File: src/rtl/incrementer_rr_scheduler.sv
`default_nettype none
// ============================================================================
// Module   : incrementer_rr_scheduler
// Purpose  : Round-robin scheduler sharing one WIDTH-bit ripple incrementer
//            among NREQ requesters. Optional macro: INC_SATURATE_EN.
// Revision : 1.0 - initial release
// ============================================================================
module incrementer_rr_scheduler #(
  parameter int NREQ  = 4,
  parameter int WIDTH = 4
) (
  input  logic                    clk,
  input  logic                    rst_n,
  input  logic [NREQ-1:0]         req,
  input  logic [NREQ*WIDTH-1:0]   operand,
  output logic [NREQ-1:0]         grant,
  output logic                    busy,
  output logic [WIDTH-1:0]        result,
  output logic                    carry_out,
  output logic [$clog2(NREQ)-1:0] result_id,
  output logic                    result_valid
);

  localparam int IDW = $clog2(NREQ);

  typedef enum logic [1:0] {
    ST_IDLE = 2'd0,
    ST_CALC = 2'd1,
    ST_DONE = 2'd2
  } state_t;

  state_t           state;
  state_t           state_nxt;
  logic [IDW-1:0]   ptr;
  logic [IDW-1:0]   idx;
  logic [IDW-1:0]   sel_idx;
  logic             sel_found;
  logic [WIDTH-1:0] op_q;
  logic [WIDTH-1:0] sum;
  logic [WIDTH:0]   carry;
  logic [WIDTH-1:0] res_calc;

  function automatic logic [IDW-1:0] wrap_add(input logic [IDW-1:0] a, input int k);
    int s;
    s = (int'(a) + k) % NREQ;
    return s[IDW-1:0];
  endfunction

  // First requester at or after ptr, wrapping around.
  always_comb begin
    sel_idx   = '0;
    sel_found = 1'b0;
    for (int k = 0; k < NREQ; k++) begin
      if (!sel_found && req[wrap_add(ptr, k)]) begin
        sel_found = 1'b1;
        sel_idx   = wrap_add(ptr, k);
      end
    end
  end

  // Half-adder chain with carry-in tied high.
  assign carry[0] = 1'b1;
  generate
    for (genvar i = 0; i < WIDTH; i++) begin : g_ha
      assign sum[i]     = op_q[i] ^ carry[i];
      assign carry[i+1] = op_q[i] & carry[i];
    end
  endgenerate

`ifdef INC_SATURATE_EN
  assign res_calc = carry[WIDTH] ? {WIDTH{1'b1}} : sum;
`else
  assign res_calc = sum;
`endif

  always_comb begin
    state_nxt = state;
    case (state)
      ST_IDLE: if (sel_found) state_nxt = ST_CALC;
      ST_CALC: state_nxt = ST_DONE;
      ST_DONE: state_nxt = ST_IDLE;
      default: state_nxt = ST_IDLE;
    endcase
  end

  always_ff @(posedge clk or negedge rst_n) begin
    if (!rst_n) state <= ST_IDLE;
    else        state <= state_nxt;
  end

  always_ff @(posedge clk or negedge rst_n) begin
    if (!rst_n) begin
      ptr       <= '0;
      idx       <= '0;
      op_q      <= '0;
      result    <= '0;
      carry_out <= 1'b0;
      result_id <= '0;
    end else begin
      case (state)
        ST_IDLE: begin
          if (sel_found) begin
            idx  <= sel_idx;
            op_q <= operand[int'(sel_idx)*WIDTH +: WIDTH];
          end
        end
        ST_CALC: begin
          result    <= res_calc;
          carry_out <= carry[WIDTH];
          result_id <= idx;
        end
        ST_DONE: ptr <= wrap_add(idx, 1);
        default: ;
      endcase
    end
  end

  always_comb begin
    grant = '0;
    if (state == ST_CALC) grant[idx] = 1'b1;
  end

  assign busy         = (state != ST_IDLE);
  assign result_valid = (state == ST_DONE);

endmodule
`default_nettype wire

File: config.mk
export PLATFORM = sky130hd
export DESIGN_NAME = incrementer_rr_scheduler
export DESIGN_NICKNAME = d
export VERILOG_FILES = /design/src/rtl/incrementer_rr_scheduler.sv
export SDC_FILE = /design/constraint.sdc
export NUM_CORES = 1
export LEC_CHECK = 0
export ABC_CLOCK_PERIOD_IN_PS = 2900
export BUFFER_PORTS_ARGS = -buffer_cell sky130_fd_sc_hd__buf_4
export CORE_UTILIZATION = 45
export DETAILED_ROUTE_END_ITERATION = 8
export PLACE_DENSITY = 0.73
export SYNTH_ARGS = -nofsm -noshare
export SYNTH_HDL_FRONTEND = slang
export SYNTH_SLANG_ARGS = --single-unit
File: constraint.sdc
create_clock -name clk -period 2.9 [get_ports clk]
set_clock_uncertainty 0.15 [all_clocks]
set_input_delay 0.435 -clock clk [delete_from_list [all_inputs] [get_ports clk]]
set_output_delay 0.435 -clock clk [all_outputs]
set_load 0.02 [all_outputs]
* After elaboration in Yosys (flattened, before gate mapping)
Index checks and enable logic that the tools add are counted.
Word-level totals: latch bits 0, logic and storage cells 59, input bits 22, memories 0, bits in writable memories 0, flip-flop bits (word level) 17, bits in read-only memories 0, output and inout bits 13
Cells by class: multiplexer cells 21, equality and inequality tests 3, shift operators 1, bitwise operators 7, add/subtract/negate cells 4, order comparisons 6, multiply operators 0, divide/modulo/power cells 0, reduce and logical (&&, ||, !) cells 10
Operators by type and width (count):
- $shiftx A16 B5 Y4 | 1
- $lt A2 B3 Y1 const B | 5
- $mux W2 | 5
- $mux W1 | 9
- $bmux W1 S2 | 4
- $add A2 B1 Y2 const B | 2
- $add A2 B2 Y2 const B | 2
- $logic_and A1 B1 Y1 | 4
- $mux W4 | 1
- $pmux W2 S2 | 1
- $and A1 B1 Y1 | 3
- $logic_not A1 Y1 | 3
- $xor A1 B1 Y1 | 3
- $demux W1 S2 | 1
- $eq A2 B1 Y1 const B | 1
- $eq A2 B2 Y1 const B | 1
- $ge A2 B1 Y1 const B | 1
- $logic_not A2 Y1 | 1
- $ne A2 B2 Y1 const B | 1
- $reduce_and A2 Y1 | 1
- $reduce_bool A2 Y1 | 1
- $not A1 Y1 | 1

* Logic depth before layout (Yosys ltp)
Gate-level depths: netlist of run 1.
word-level depth 14, gate-level depth with buffers 7, depth with buffers taken out 5

* Least setup slack after synthesis of run 1
Ideal clock, no wire load.
path kind register to register, start register state[0], end register op_q[0], stages on the path, launching flop included 6, required time 2626 ps, library setup time 124 ps, data arrival time 1561 ps, buffers on the path 2, period minus slack after synthesis 1835 ps, path slack 1065 ps, path through dfrtp_1 -> or2_2 -> a31o_2 -> buf_2 -> clkbuf_1 -> a211o_1
Between the ends: longest elaborated chain between the ends 2
RTL lines:
- from (decl) | RTL line 32 | state_t state;
- from (signal assigned) | RTL line 88 | else state <= state_nxt;
- $logic_not A2 Y1 | RTL line 100 | case (state)
- $reduce_and A2 Y1 (no line)
- to (signal assigned) | RTL line 104 | op_q <= operand[int'(sel_idx)*WIDTH +: WIDTH];
- to (decl) | RTL line 38 | logic [WIDTH-1:0] op_q;
No other way between the ends. A chain may end at the register's enable or synchronous reset.

* Worst setup path after layout of run 1
start register ptr[1], end register op_q[3]
Between the ends: longest elaborated chain between the ends 13, elaborated cells between the ends (all ways) 27, those cells by class add/sub: 3; shift: 1; mux: 16; reduce/logical: 7
RTL lines:
- from (decl) | RTL line 34 | logic [IDW-1:0] ptr;
- from (signal assigned) | RTL line 112 | ST_DONE: ptr <= wrap_add(idx, 1);
- parallel branches: the longest is 13 deep, another holds $add A2 B1 Y2
Parallel ways; which one is timed is not known. The select of a mux whose other input is x is not followed.

==> impl_metrics.xml, run 1 <==
<?xml version="1.0" encoding="UTF-8"?>
<metrics>
  <group name="sta">
    <metric name="finalMaxSlewViolations" unit="">0</metric>
    <metric name="worst_slew_pin_slew" unit="ns">0.477</metric>
    <metric name="setup_viol_count_final" unit="">0</metric>
    <metric name="fmax" unit="MHz">464</metric>
    <metric name="min_period" unit="ns">2.16</metric>
    <metric name="timing.final.crit_share" unit="">0.744</metric>
    <metric name="fin_worst_hold_slack" unit="ns">0.322</metric>
    <metric name="final-hold-violation-count" unit="">0</metric>
    <metric name="grt_setup_unrepaired" unit="">no</metric>
    <metric name="fin_setup_tns" unit="ns">0</metric>
    <metric name="worst_max_slew_margin_expressed_relative_to_the_limit" unit="">0.682</metric>
  </group>
  <group name="grt">
    <metric name="grt_use_total" unit="">0.185</metric>
    <metric name="first_global_vias" unit="">835</metric>
    <metric name="number_of_antenna_violations_at_the_first_check_in_global_routing" unit="">0</metric>
    <metric name="grt_start_max_net_pins" unit="">18</metric>
    <metric name="grt_first_pass_wirelength" unit="um">3440</metric>
    <metric name="grt_overflow" unit="">0</metric>
  </group>
  <group name="critical_path">
    <metric name="timing.critical_path.slowest_stage_cell" unit="">dfrtp_1</metric>
    <metric name="minimum_setup_slack_among_reg_to_reg_paths" unit="ns">0.74</metric>
    <metric name="worst_setup_path_end_kind" unit="">register</metric>
    <metric name="ff2ff_path_depth" unit="">5</metric>
    <metric name="critPathCapture" unit="">op_q[3]$_DFFE_PN0P_</metric>
    <metric name="timing.critical_path.mode_cell" unit="">mux2i_1</metric>
    <metric name="criticalPathCategory" unit="">register to register</metric>
    <metric name="cp.required" unit="ns">2.92</metric>
    <metric name="worst_r2r_endpoint" unit="">op_q[3]$_DFFE_PN0P_</metric>
    <metric name="worstPathCellList" unit="">mux2i_1, a221o_1, mux2i_1, nor3_1, a211o_1</metric>
    <metric name="start_kind" unit="">register</metric>
    <metric name="critPathLaunch" unit="">ptr[1]$_DFFE_PN0P_</metric>
    <metric name="critical_path.max_stage_delay" unit="ns">0.51</metric>
    <metric name="worstPathArrival" unit="ns">2.18</metric>
    <metric name="critical_path.max_fanout" unit="">8</metric>
    <metric name="r2r_start" unit="">ptr[1]$_DFFE_PN0P_</metric>
  </group>
  <group name="place">
    <metric name="dp_hpwl" unit="um">1470</metric>
    <metric name="gp_congestion" unit="">0.769</metric>
    <metric name="placed_cell_area" unit="um^2">1250</metric>
    <metric name="port_buffers" unit="">34</metric>
  </group>
  <group name="outcome">
    <metric name="run_status" unit="">finished, final reports clean</metric>
  </group>
  <group name="routing">
    <metric name="wl_met1" unit="um">826</metric>
    <metric name="highest_layer" unit="">met3</metric>
    <metric name="vias_per_cell" unit="">5.12</metric>
    <metric name="routed_wl" unit="um">1930</metric>
    <metric name="routed-wl-met3" unit="um">100</metric>
    <metric name="wl_met2" unit="um">999</metric>
    <metric name="routed_wire_length_per_instance" unit="um">12.6</metric>
    <metric name="firstDrtPassIters" unit="">3</metric>
    <metric name="postRouteAntennaNets" unit="">0</metric>
    <metric name="route.detailed.drc" unit="">0</metric>
    <metric name="via_count" unit="">784</metric>
    <metric name="drt_iter0_drc" unit="">6</metric>
  </group>
  <group name="clock_network">
    <metric name="tritoncts" unit="">done</metric>
    <metric name="clock_tree.htree_level_count" unit="">1</metric>
    <metric name="numCtsBuffers" unit="">3</metric>
    <metric name="ctsRootBufferMaster" unit="">clkbuf_4</metric>
    <metric name="clk_pin_slew" unit="ns">0.10</metric>
    <metric name="cts_resized" unit="">0</metric>
    <metric name="max-clock-path-buffers" unit="">2</metric>
    <metric name="numClockSinks" unit="">17</metric>
    <metric name="clock_latency" unit="ns">0.29</metric>
  </group>
  <group name="power">
    <metric name="power-per-cell-area" unit="nW/um^2">982</metric>
    <metric name="vdd_ir_drop_max" unit="mV">0.628</metric>
    <metric name="power.leakage" unit="uW">0.000682</metric>
    <metric name="post-layout-total-power" unit="uW">1270</metric>
  </group>
  <group name="synth">
    <metric name="synth_cells" unit="">91</metric>
    <metric name="post_synth_main_area_contributors" unit="">dfrtp_1 (43%), mux2i_1 (10%), ha_1 (8.8%)</metric>
    <metric name="synthFlopType" unit="">dfrtp_1</metric>
    <metric name="yosys_register_bits" unit="">17</metric>
    <metric name="synth_largest_type_area_fraction" unit="">0.429</metric>
    <metric name="seq_area_frac_synth" unit="">0.429</metric>
    <metric name="synth.most_common_cell" unit="">dfrtp_1</metric>
    <metric name="synth_top_cell_by_area" unit="">dfrtp_1</metric>
    <metric name="syn-num-nets" unit="">120</metric>
    <metric name="synth_enable_flop_cells" unit="">0</metric>
    <metric name="average_instance_area_after_synthesis" unit="um^2">10.9</metric>
    <metric name="ys_top_cells_by_count" unit="">dfrtp_1 (17), mux2i_1 (10), nor3_1 (8)</metric>
    <metric name="synthArstFlopShare" unit="">1.00</metric>
    <metric name="mappedNetlistArea" unit="um^2">991</metric>
    <metric name="synth.yosys.warnings" unit="">0</metric>
    <metric name="ys_types" unit="">25</metric>
  </group>
  <group name="floorplanning">
    <metric name="die_area" unit="um^2">2390</metric>
    <metric name="fp.dieW" unit="um">48.9</metric>
    <metric name="rows" unit="">16</metric>
    <metric name="fp.coreArea" unit="um^2">2020</metric>
    <metric name="die_height" unit="um">48.9</metric>
    <metric name="floorplan.initialDensity" unit="">0.490</metric>
    <metric name="io_pins" unit="">35</metric>
  </group>
  <group name="cells_and_area">
    <metric name="finalNetCount" unit="">156</metric>
    <metric name="antenna_cells_inserted" unit="">0</metric>
    <metric name="drive_above_1_share" unit="">0.389</metric>
    <metric name="final_design_area_no_fill" unit="um^2">1290</metric>
    <metric name="flow.area_growth_from_synthesis" unit="%">30.1</metric>
  </group>
  <group name="flow_run">
    <metric name="maxCapViolCount" unit="">0</metric>
  </group>
  <group name="worst_hold_path">
    <metric name="hold_class" unit="">input port to register</metric>
  </group>
</metrics>
## state kept, by name, summed over array words and instances (netlist names)
register   count
op_q           4
result         4
idx            2
ptr            2
result_id      2
state          2
carry_out      1
## kinds of logic (layout without fill, tap and decap cells)
| group | count (synthesis) | after routing | synth area share |
|---|---|---|---|
| compound gates | 18 | 18 | 0.133 |
| fa+ha+maj | 7 | 7 | 0.0884 |
| buf+inv | 12 | 47 | 0.0619 |
| flops | 17 | 17 | 0.429 |
| mux | 17 | 17 | 0.181 |
| simple gates | 20 | 20 | 0.107 |
## timing repair
item / CTS / global route
hold endpoints to repair: 17 / 0
endpoints found under the setup margin: 0 / 0
hold buffers: 1 / 0
buffers inserted: 0 / 0
## placed cells by master, fill, tap and decap left out, drive strengths merged, types with 2 or more instances in the layout
cell type  instances
a21oi              4
ha                 7
nor2b              2
a211o              4
mux2i             10
nand2              2
inv                7
clkbuf             4
dfrtp             17
nor3               8
nor2               2
o21ai              3
buf               35
and2               4
mux2               7
## area by class of cell
type / instances / area [um^2]
clock buffers: 4 / 26.3
fillers: 184 / 733
inverters: 7 / 26.3
multi-input cells: 62 / 504
flip-flops and latches: 17 / 425
well taps: 27 / 33.8
repair buffers: 36 / 273
## worst max-delay path: cells and delay by family, from the launching register on
kind,cells,cell delay (ns)
muxes,2,0.56
and+or+nand+nor,1,0.06
DFF,1,0.51
AOI/OAI and AO/OA,2,0.76
## how the worst min path moves through the flow
stage | start | end | slack, ns | cells past startpoint
after detailed placement | rst_n | result_id[0]$_DFFE_PN0P_ | 0.16 | 1
after floorplan | rst_n | carry_out$_DFFE_PN0P_ | -0.01 | 0
after CTS | req[2] | idx[0]$_DFFE_PN0P_ | 0.31 | 4
final | req[2] | idx[0]$_DFFE_PN0P_ | 0.32 | 4
after global placement | rst_n | ptr[0]$_DFFE_PN0P_ | 0.15 | 1
after global routing | req[2] | idx[0]$_DFFE_PN0P_ | 0.32 | 4
## metrics by stage
step / instances / setup WS [ns] / util
after floorplan: 91 / 1.07 / -
after global placement: 148 / 0.842 / 0.619
after detailed placement: 148 / 0.748 / 0.619
after CTS: 153 / 0.741 / 0.637
after global routing: 153 / 0.551 / 0.637
final: 153 / 0.743 / 0.637
## layer usage
layer,vias to the layer above,GRT usage
met5,-,0
li1,392,-
met3,0,0.0561
met2,24,0.347
met4,0,0.0196
met1,368,0.209
## report_power, final
part	switching (uW)	internal, uW	total, uW
combinational	346	344	691
sequential	97.4	353	451
clock	71.2	53.4	125
(Power assumes the default switching activity.)
==> run 2, diff against run 1 <==
--- a/config.mk
+++ b/config.mk
@@ -5,7 +5,7 @@
 export SDC_FILE = /design/constraint.sdc
 export NUM_CORES = 1
 export LEC_CHECK = 0
-export ABC_CLOCK_PERIOD_IN_PS = 2900
+export ABC_CLOCK_PERIOD_IN_PS = 2150
 export BUFFER_PORTS_ARGS = -buffer_cell sky130_fd_sc_hd__buf_4
 export CORE_UTILIZATION = 45
 export DETAILED_ROUTE_END_ITERATION = 8
==> constraint.sdc (replaced) <==
create_clock -name clk -period 2.15 [get_ports clk]
set_clock_uncertainty 0.15 [all_clocks]
set_input_delay 0.3225 -clock clk [delete_from_list [all_inputs] [get_ports clk]]
set_output_delay 0.3225 -clock clk [all_outputs]
set_load 0.02 [all_outputs]
==> run 2 against run 1 <==
Compared with the run above: register-to-register slack got worse by 0.55 ns; die area unchanged; cell count unchanged; final area is 0.19% higher; combinational power up 34%; hold slack got worse by 0.070 ns; sequential share of layout area decreased by 0.064 points; critical endpoint is now op_q[0]$_DFFE_PN0P_.
==> impl_metrics.xml, run 2 (synthesis gave the netlist of run 1 again) <==
<?xml version="1.0" encoding="UTF-8"?>
<metrics>
  <group name="sta">
    <metric name="worst_slew_pin_slew" unit="ns">0.518</metric>
    <metric name="grt_setup_unrepaired" unit="">no</metric>
    <metric name="final-hold-violation-count" unit="">0</metric>
    <metric name="setup_viol_count_final" unit="">0</metric>
    <metric name="worst_max_slew_margin_expressed_relative_to_the_limit" unit="">0.654</metric>
    <metric name="finalMaxSlewViolations" unit="">0</metric>
    <metric name="fmax" unit="MHz">510</metric>
    <metric name="min_period" unit="ns">1.96</metric>
    <metric name="fin_setup_tns" unit="ns">0</metric>
    <metric name="timing.final.crit_share" unit="">0.912</metric>
    <metric name="final.setup.worst_slack" unit="ns">0.188</metric>
  </group>
  <group name="floorplanning">
    <metric name="rows" unit="">16</metric>
    <metric name="fp.coreArea" unit="um^2">2020</metric>
    <metric name="floorplan.initialDensity" unit="">0.490</metric>
    <metric name="die_height" unit="um">48.9</metric>
    <metric name="io_pins" unit="">35</metric>
    <metric name="fp.dieW" unit="um">48.9</metric>
    <metric name="die_area" unit="um^2">2390</metric>
  </group>
  <group name="critical_path">
    <metric name="start_kind" unit="">register</metric>
    <metric name="critPathCapture" unit="">op_q[0]$_DFFE_PN0P_</metric>
    <metric name="r2r_start" unit="">ptr[1]$_DFFE_PN0P_</metric>
    <metric name="criticalPathCategory" unit="">register to register</metric>
    <metric name="worstPathCellList" unit="">mux2i_1, a221o_2, mux2i_1, nor3_1, a211o_1</metric>
    <metric name="worst_setup_path_end_kind" unit="">register</metric>
    <metric name="minimum_setup_slack_among_reg_to_reg_paths" unit="ns">0.19</metric>
    <metric name="critical_path.max_fanout" unit="">8</metric>
    <metric name="worstPathArrival" unit="ns">1.99</metric>
    <metric name="worst_r2r_endpoint" unit="">op_q[0]$_DFFE_PN0P_</metric>
    <metric name="timing.critical_path.slowest_stage_cell" unit="">a221o_2</metric>
    <metric name="critPathLaunch" unit="">ptr[1]$_DFFE_PN0P_</metric>
    <metric name="ff2ff_path_depth" unit="">5</metric>
    <metric name="timing.critical_path.mode_cell" unit="">mux2i_1</metric>
    <metric name="critical_path.max_stage_delay" unit="ns">0.52</metric>
    <metric name="cp.required" unit="ns">2.18</metric>
  </group>
  <group name="grt">
    <metric name="grt_first_pass_wirelength" unit="um">3250</metric>
    <metric name="grt_overflow" unit="">0</metric>
    <metric name="grt_start_max_net_pins" unit="">18</metric>
    <metric name="first_global_vias" unit="">789</metric>
    <metric name="number_of_antenna_violations_at_the_first_check_in_global_routing" unit="">0</metric>
    <metric name="grt_use_total" unit="">0.177</metric>
  </group>
  <group name="cells_and_area">
    <metric name="finalNetCount" unit="">156</metric>
    <metric name="leading_cell_types_in_the_layout_fill_and_taps_excluded" unit="">buf_4 (35), dfrtp_1 (17), mux2i_1 (10)</metric>
    <metric name="drive_above_1_share" unit="">0.405</metric>
    <metric name="reg.largest.list" unit="">op_q: 4 flops, result: 4 flops</metric>
    <metric name="antenna_cells_inserted" unit="">0</metric>
    <metric name="multi_input_area" unit="um^2">505</metric>
    <metric name="regArea" unit="um^2">425</metric>
    <metric name="flow.area_growth_from_synthesis" unit="%">30.3</metric>
    <metric name="layout.cells.most_common" unit="">buf_4</metric>
    <metric name="fillCellCount" unit="">174</metric>
  </group>
  <group name="place">
    <metric name="port_buffers" unit="">34</metric>
    <metric name="dp_hpwl" unit="um">1500</metric>
    <metric name="gp_congestion" unit="">0.711</metric>
    <metric name="dp_slack" unit="ns">0.0656</metric>
  </group>
  <group name="outcome">
    <metric name="run_status" unit="">finished, final reports clean</metric>
  </group>
  <group name="routing">
    <metric name="routed_wl" unit="um">1880</metric>
    <metric name="drt_iter0_drc" unit="">4</metric>
    <metric name="vias_per_cell" unit="">5.13</metric>
    <metric name="routed_wire_length_per_instance" unit="um">12.3</metric>
    <metric name="route.detailed.drc" unit="">0</metric>
    <metric name="postRouteAntennaNets" unit="">0</metric>
    <metric name="firstDrtPassIters" unit="">4</metric>
    <metric name="via_count" unit="">785</metric>
  </group>
  <group name="clock_network">
    <metric name="ctsRootBufferMaster" unit="">clkbuf_4</metric>
    <metric name="clk_pin_slew" unit="ns">0.10</metric>
    <metric name="numCtsBuffers" unit="">3</metric>
    <metric name="max-clock-path-buffers" unit="">2</metric>
    <metric name="clock_latency" unit="ns">0.29</metric>
    <metric name="tritoncts" unit="">done</metric>
    <metric name="clock_tree.htree_level_count" unit="">1</metric>
    <metric name="cts_post_setup_buffers_inserted" unit="">0</metric>
    <metric name="numClockSinks" unit="">17</metric>
  </group>
  <group name="worst_hold_path">
    <metric name="hold_class" unit="">input port to register</metric>
  </group>
  <group name="power">
    <metric name="vdd_ir_drop_max" unit="mV">0.690</metric>
    <metric name="power.leakage" unit="uW">0.000685</metric>
    <metric name="post-layout-total-power" unit="uW">1700</metric>
    <metric name="power-per-cell-area" unit="nW/um^2">1320</metric>
  </group>
  <group name="flow_run">
    <metric name="maxCapViolCount" unit="">0</metric>
  </group>
</metrics>
run 2: cell count changes in the layout (fill, tap and decap cells not counted):
| cell | delta |
|---|---|
| a221o_1 | -1 |
| a221o_2 | +1 |
| clkbuf_1 | -1 |
| clkinv_2 | +1 |
run 2: repair_timing:
| action | 4_1_cts | 5_1_grt |
|---|---|---|
| endpoints found under the setup margin | 0 | 4 |
| gates resized for setup | 0 | 1 |
| hold buffers | 1 | 0 |
| endpoints found under the hold margin | 17 | 0 |
run 2: how the worst min path moves through the flow:
stage	start	end	slack (ns)	depth (start not counted)
global route	req[2]	idx[0]$_DFFE_PN0P_	0.25	4
finish	req[2]	idx[0]$_DFFE_PN0P_	0.25	4
floorplan	rst_n	carry_out$_DFFE_PN0P_	-0.12	0
detailed placement	rst_n	idx[0]$_DFFE_PN0P_	0.05	1
CTS	req[2]	idx[0]$_DFFE_PN0P_	0.24	4
global placement	rst_n	idx[0]$_DFFE_PN0P_	0.05	1
run 2: per-stage QoR:
step | area, um^2 | hold slack, ns | util | instances
3_3_place_gp | 1250 | 0.0472 | 0.619 | 148
5_1_grt | 1290 | 0.250 | 0.639 | 153
4_1_cts | 1290 | 0.243 | 0.638 | 153
6_report | 1290 | 0.252 | 0.639 | 153
3_5_place_dp | 1250 | 0.0503 | 0.619 | 148
2_1_floorplan | 991 | -0.123 | - | 91
run 2: cell type report:
class                   instances  share of cell area
well taps                      27              0.0262
clock inverters                 1             0.00388
flip-flops and latches         17               0.329
multi-input cells              62               0.391
repair buffers                 36               0.211
inverters                       7              0.0203
clock buffers                   3              0.0174
run 2: critical path: cells and delay by family, from the launching register on:
kind | cells | cell delay, ns
AO/OA/AOI/OAI | 2 | 0.81
flip-flops | 1 | 0.48
multiplexers | 2 | 0.37
AND/OR/NAND/NOR | 1 | 0.06
run 2: power breakdown:
| group | leakage, uW | switching (uW) | internal (uW) | total (uW) |
|---|---|---|---|---|
| clock network | 0.0000177 | 99.8 | 69.1 | 169 |
| logic | 0.000461 | 463 | 465 | 928 |
| registers | 0.000206 | 126 | 476 | 602 |
run 2: metal layers:
layer	part of all wire	track usage	vias up
li1	-	-	393
met1	0.44	0.205	367
met2	0.52	0.322	25
met3	0.045	0.0312	0
met4	0	0.0686	0
met5	0	0	-
